File: src/rtl/plic_irq_gateway.sv
// ============================================================================
// Module      : plic_irq_gateway
// Description : Per-source PLIC interrupt gateway. It turns synchronized
//               sources into pending/active bits and queues edges that arrive
//               while a request is in flight.
// Revision    : 1.0 - initial release
// ============================================================================
`default_nettype none

module plic_irq_gateway #(
    parameter int N_SOURCE  = 32,
    parameter int CNT_WIDTH = 4
) (
    input  logic                clk_i,
    input  logic                rst_ni,
    input  logic [N_SOURCE-1:0] src_i,
    input  logic [N_SOURCE-1:0] le_i,
    input  logic [N_SOURCE-1:0] claim_i,
    input  logic [N_SOURCE-1:0] complete_i,
    input  logic [N_SOURCE-1:0] ovf_clr_i,
    output logic [N_SOURCE-1:0] ip_o,
    output logic [N_SOURCE-1:0] ia_o,
    output logic [N_SOURCE-1:0] ovf_o
);

    localparam logic [CNT_WIDTH-1:0] CNT_MAX = {CNT_WIDTH{1'b1}};
    localparam logic [CNT_WIDTH-1:0] CNT_ONE = CNT_WIDTH'(1);

    // State bit 1 is the pending flag and bit 0 the active flag.
    typedef enum logic [1:0] {
        ST_IDLE    = 2'b00,
        ST_CLAIMED = 2'b01,
        ST_PENDING = 2'b11
    } state_e;

    genvar i;
    generate
        for (i = 0; i < N_SOURCE; i++) begin : g_src
            state_e               state_q, state_d;
            logic [CNT_WIDTH-1:0] cnt_q, cnt_d;
            logic                 ovf_q, ovf_d;
            logic                 src_q;
            logic                 evt;
            logic                 inc;
            logic                 set_ovf;

            always_comb begin
                evt     = le_i[i] ? (src_i[i] & ~src_q) : src_i[i];
                state_d = state_q;
                cnt_d   = cnt_q;
                inc     = 1'b0;
                set_ovf = 1'b0;

                case (state_q)
                    ST_IDLE: begin
                        if (evt) begin
                            state_d = ST_PENDING;
                        end
                    end
                    ST_PENDING: begin
                        inc = le_i[i] & evt;
                        if (claim_i[i]) begin
                            state_d = ST_CLAIMED;
                        end
                    end
                    ST_CLAIMED: begin
                        if (complete_i[i]) begin
                            // Re-arm directly from the queue; a same-cycle edge
                            // is consumed by the re-arm instead of being counted.
                            if (le_i[i] && (evt || (cnt_q != '0))) begin
                                state_d = ST_PENDING;
                                if (!evt) begin
                                    cnt_d = cnt_q - CNT_ONE;
                                end
                            end else begin
                                state_d = ST_IDLE;
                            end
                        end else begin
                            inc = le_i[i] & evt;
                        end
                    end
                    default: begin
                        state_d = ST_IDLE;
                    end
                endcase

                if (inc) begin
                    if (cnt_q == CNT_MAX) begin
                        set_ovf = 1'b1;
                    end else begin
                        cnt_d = cnt_q + CNT_ONE;
                    end
                end

                if (!le_i[i]) begin
                    cnt_d = '0;
                end

                ovf_d = set_ovf | (ovf_q & ~ovf_clr_i[i]);
            end

            always_ff @(posedge clk_i or negedge rst_ni) begin
                if (!rst_ni) begin
                    state_q <= ST_IDLE;
                    cnt_q   <= '0;
                    ovf_q   <= 1'b0;
                    src_q   <= 1'b0;
                end else begin
                    state_q <= state_d;
                    cnt_q   <= cnt_d;
                    ovf_q   <= ovf_d;
                    src_q   <= src_i[i];
                end
            end

            assign ip_o[i]  = state_q[1];
            assign ia_o[i]  = state_q[0];
            assign ovf_o[i] = ovf_q;
        end
    endgenerate

endmodule

`default_nettype wire

File: config.mk
export PLATFORM = sky130hd
export DESIGN_NAME = plic_irq_gateway
export DESIGN_NICKNAME = d
export VERILOG_FILES = /design/src/rtl/plic_irq_gateway.sv
export SDC_FILE = /design/constraint.sdc
export NUM_CORES = 1
export LEC_CHECK = 0
export CORE_MARGIN = 2
export CORE_UTILIZATION = 48
export DETAILED_ROUTE_END_ITERATION = 6
export GPL_TIMING_DRIVEN = 0
export PLACE_DENSITY_LB_ADDON = 0.12
export RECOVER_POWER = 50
export SYNTH_ARGS = -nofsm -noshare
export SYNTH_HDL_FRONTEND = slang
export SYNTH_SLANG_ARGS = --single-unit
File: constraint.sdc
create_clock -name clk_i -period 4.02 [get_ports clk_i]
set_input_delay 0.402 -clock clk_i [delete_from_list [all_inputs] [get_ports clk_i]]
set_output_delay 0.402 -clock clk_i [all_outputs]
set_load 0.02 [all_outputs]
==> flow_summary.yaml <==
run_status:
  outcome: "complete, but fails checks"
  violations: "max-capacitance violations, max-slew violations"
clock_tree:
  cts_tree: "done"
  clock_latency_ps: 510
  postCtsResizedCells: 0
  post_cts.repair.setup_buffers: 0
  cts-root-buf: "clkbuf_16"
  cts.sinks: 256
  cts_buffer_depth: 3
  htreeDepth: 2
  cts.clk_slew.worst_paths_ps: 50
  hold_buffers: 1
  numCtsBuffers: 34
global_route:
  grt_usage_pct: 20.61
  grt_max_degree: 96
  overflow: 0
  grt_pass1_vias: 13980
  antenna_found_initial: 7
  grt_pass1_wl_um: 63160
hold_path:
  min_path_type: "in -> reg"
synth:
  async_flop_share_pct: 100.0
  synthAdderAreaFrac_pct: 7.322
  syn_inst: 1779
  synth_compound_area_share_pct: 18.62
  synth-edff-count: 0
  ys_types: 77
  synth.ff_latch_count: 256
  synth_area_per_cell_sq_um: 9.222
  synth.cell_area_sq_mm: 0.01641
  yosys-mux-area-fraction_pct: 3.523
  yosys.area_share.simple_pct: 24.91
  syn_nets: 2037
  synth_warnings: 0
  synth_flop_cell: "dfrtp_1"
  ys_seq_area_share_pct: 39.05
  synth_xor_xnor_area_share_pct: 0.8542
  synth_top_family_by_area: "simple AND/OR/NAND/NOR gates"
timing:
  final_max_slew_viol_count: 85
  rsz0062_at_grt: "false"
  final-hold-violation-count: 0
  slew_headroom_pct: -53.07
  finalClockSkew_ps: 10.28
  fin_crit_ps: 2480
  worstMarginPinSlew_ps: 2296
  holdWs_ps: 196.8
  timing.fmax_mhz: 403.2
  timing.final.crit_share_pct: 61.69
  setup_viol: 0
route:
  remaining_drc_errors: 0
  totalWireLength_um: 36970
  vias_per_cell: 5.585
  vias: 14190
  ant_nets: 0
  wl_per_cell_um: 14.55
  first_pass_iters: 4
  drtIter0Drc: 568
critical_path:
  crit_slowest_cell: "clkbuf_2"
  cp.arrival_ps: 2610
  required_ps: 4150
  path_max_fanout: 86
  critical-path-top-delay-family: "buffers and inverters"
  path_class: "in -> async"
  critPathCaptureType: "async pin"
  cp-start-kind: "primary input"
  crit_buf_inv: 2
  cp_cell_sequence: "dlygate4sd3_1, clkbuf_2"
  slowest_delay_ps: 1600
pwr:
  p_per_area_mw_per_mm2: 463.9
  p_leak_uw: 0.008905
  peakVddDrop_mv: 0.3255
floorplan:
  io_pins: 258
  initial_core_util_pct: 48.80
  dieArea_sq_mm: 0.03567
  die_w_um: 188.9
  num_rows: 67
  coreArea_sq_mm: 0.03362
  die_h_um: 188.9
placement:
  dpl.hpwl_um: 27080
  port_buffers: 249
  gp_congestion: 0.8257
  place_area_sq_mm: 0.01952
finish:
  syn2layout_area_growth_pct: 25.31
  fillers: 2836
  regArea_sq_mm: 0.006406
  final_area_sq_mm: 0.02056
  multiInputGateArea_sq_mm: 0.009056
  drive_above_1_share_pct: 7.766
  layout.nets: 2325
  final_common_cell: "dfrtp_1"
  finish.utilization_pct: 61.16
  final_cell_mix: "dfrtp_1, clkdlybuf4s50_1, inv_1"
run:
  maxCapViolations: 1
sequential cells by signal, summed over array words and instances (netlist names):
| register | count |
|---|---|
| g_src.cnt_q | 128 |
| g_src.ovf_q | 32 |
| g_src.state_q | 64 |
| g_src.src_q | 32 |
through the flow:
step	TNS, ps	setup WS [ps]	instances	total power [uW]
after CTS	0	1909	2534	9662
after global routing	0	1024	2536	10170
after floorplan	0	2124	1779	5484
final	0	1540	2540	9538
after detailed placement	0	1630	2478	6772
after global placement	-2330060	-9141	2476	6676
layout make-up:
type | count | share of cell area (%)
Multi-Input combinational cell | 1307 | 44.05
Sequential cell | 256 | 31.16
Timing Repair Buffer | 252 | 12.42
Clock buffer | 51 | 4.893
Inverter | 158 | 2.885
Tap cell | 448 | 2.727
Buffer | 58 | 1.680
Clock inverter | 4 | 0.1156
Antenna cell | 6 | 0.07303
worst register-to-register path, delay by kind of cell, from the launching register on:
kind | cells | cell delay (ps)
buffers and inverters | 1 | 110
adders and majority gates | 1 | 190
and+or+nand+nor | 2 | 680
DFF | 1 | 440
AOI/OAI and AO/OA | 2 | 630
layer usage:
metal  wire length (um)  vias up  global-route usage (%)  share of wire (%)
met5                 27        -                       0              0.073
met4                472        4                   5.048                1.3
met3               2354       46                   5.412                6.4
met2              17670      283                   35.20                 48
met1              16440     6749                   26.09                 44
li1                   -     7105                       -                  -
worst paths after layout:
kind / start / end / slack, ps / depth (start not counted)
worst max-delay path: rst_ni / g_src[5].cnt_q[1]$_DFF_PN0_ / 1540 / 2
worst min-delay path: le_i[17] / g_src[17].cnt_q[1]$_DFF_PN0_ / 200 / 2
worst max register to register: g_src[22].cnt_q[0]$_DFF_PN0_ / g_src[22].cnt_q[1]$_DFF_PN0_ / 1920 / 6
worst min register to register: g_src[3].ovf_q$_DFF_PN0_ / g_src[3].ovf_q$_DFF_PN0_ / 500 / 2
max in group clk_i: g_src[22].cnt_q[0]$_DFF_PN0_ / g_src[22].cnt_q[1]$_DFF_PN0_ / 1920 / 6
min in group asynchronous: rst_ni / g_src[28].cnt_q[1]$_DFF_PN0_ / 1110 / 2
cells in the mapped netlist (15+ instances only):
library cell  count  area share (%)
o32ai_1          15            0.80
a21o_1           19            0.87
o21ai_0          51             1.6
nand2b_1         95             3.6
clkbuf_1         20            0.46
or3b_2           22             1.2
dfrtp_1         256              39
o21a_1           21            0.96
a31oi_1          37             1.4
nor2b_1          32             1.2
a21oi_1          80             2.4
nor3_1           41             1.3
mux2i_1          36             2.2
o22ai_1          59             2.2
nand3b_1         21            0.96
nand4_1          31             1.2
nand3_1          91             2.8
and4b_1          23             1.4
mux2_2           18             1.2
and3_1           34             1.3
ha_1             96             7.3
or3_1            24            0.92
and2_1           18            0.69
nand2_1         142             3.2
a21boi_0         16            0.73
buf_4            32             1.5
inv_1           158             3.6
nor2_1           52             1.2
power by group:
part           switching (uW)  internal, uW  leakage (uW)  total [uW]
sequential                639          3010       0.00339        3650
clock                    1100          1710      0.000509        2810
combinational            1540          1540       0.00501        3070
total                    3270          6270       0.00891        9540
logic make-up after synthesis:
kind of cell | Yosys count
simple gates | 697
buf+inv | 216
compound gates | 443
mux | 55
xor+xnor | 16
fa+ha+maj | 96
flops | 256
Note: power is estimated with default switching activity, not from simulation.
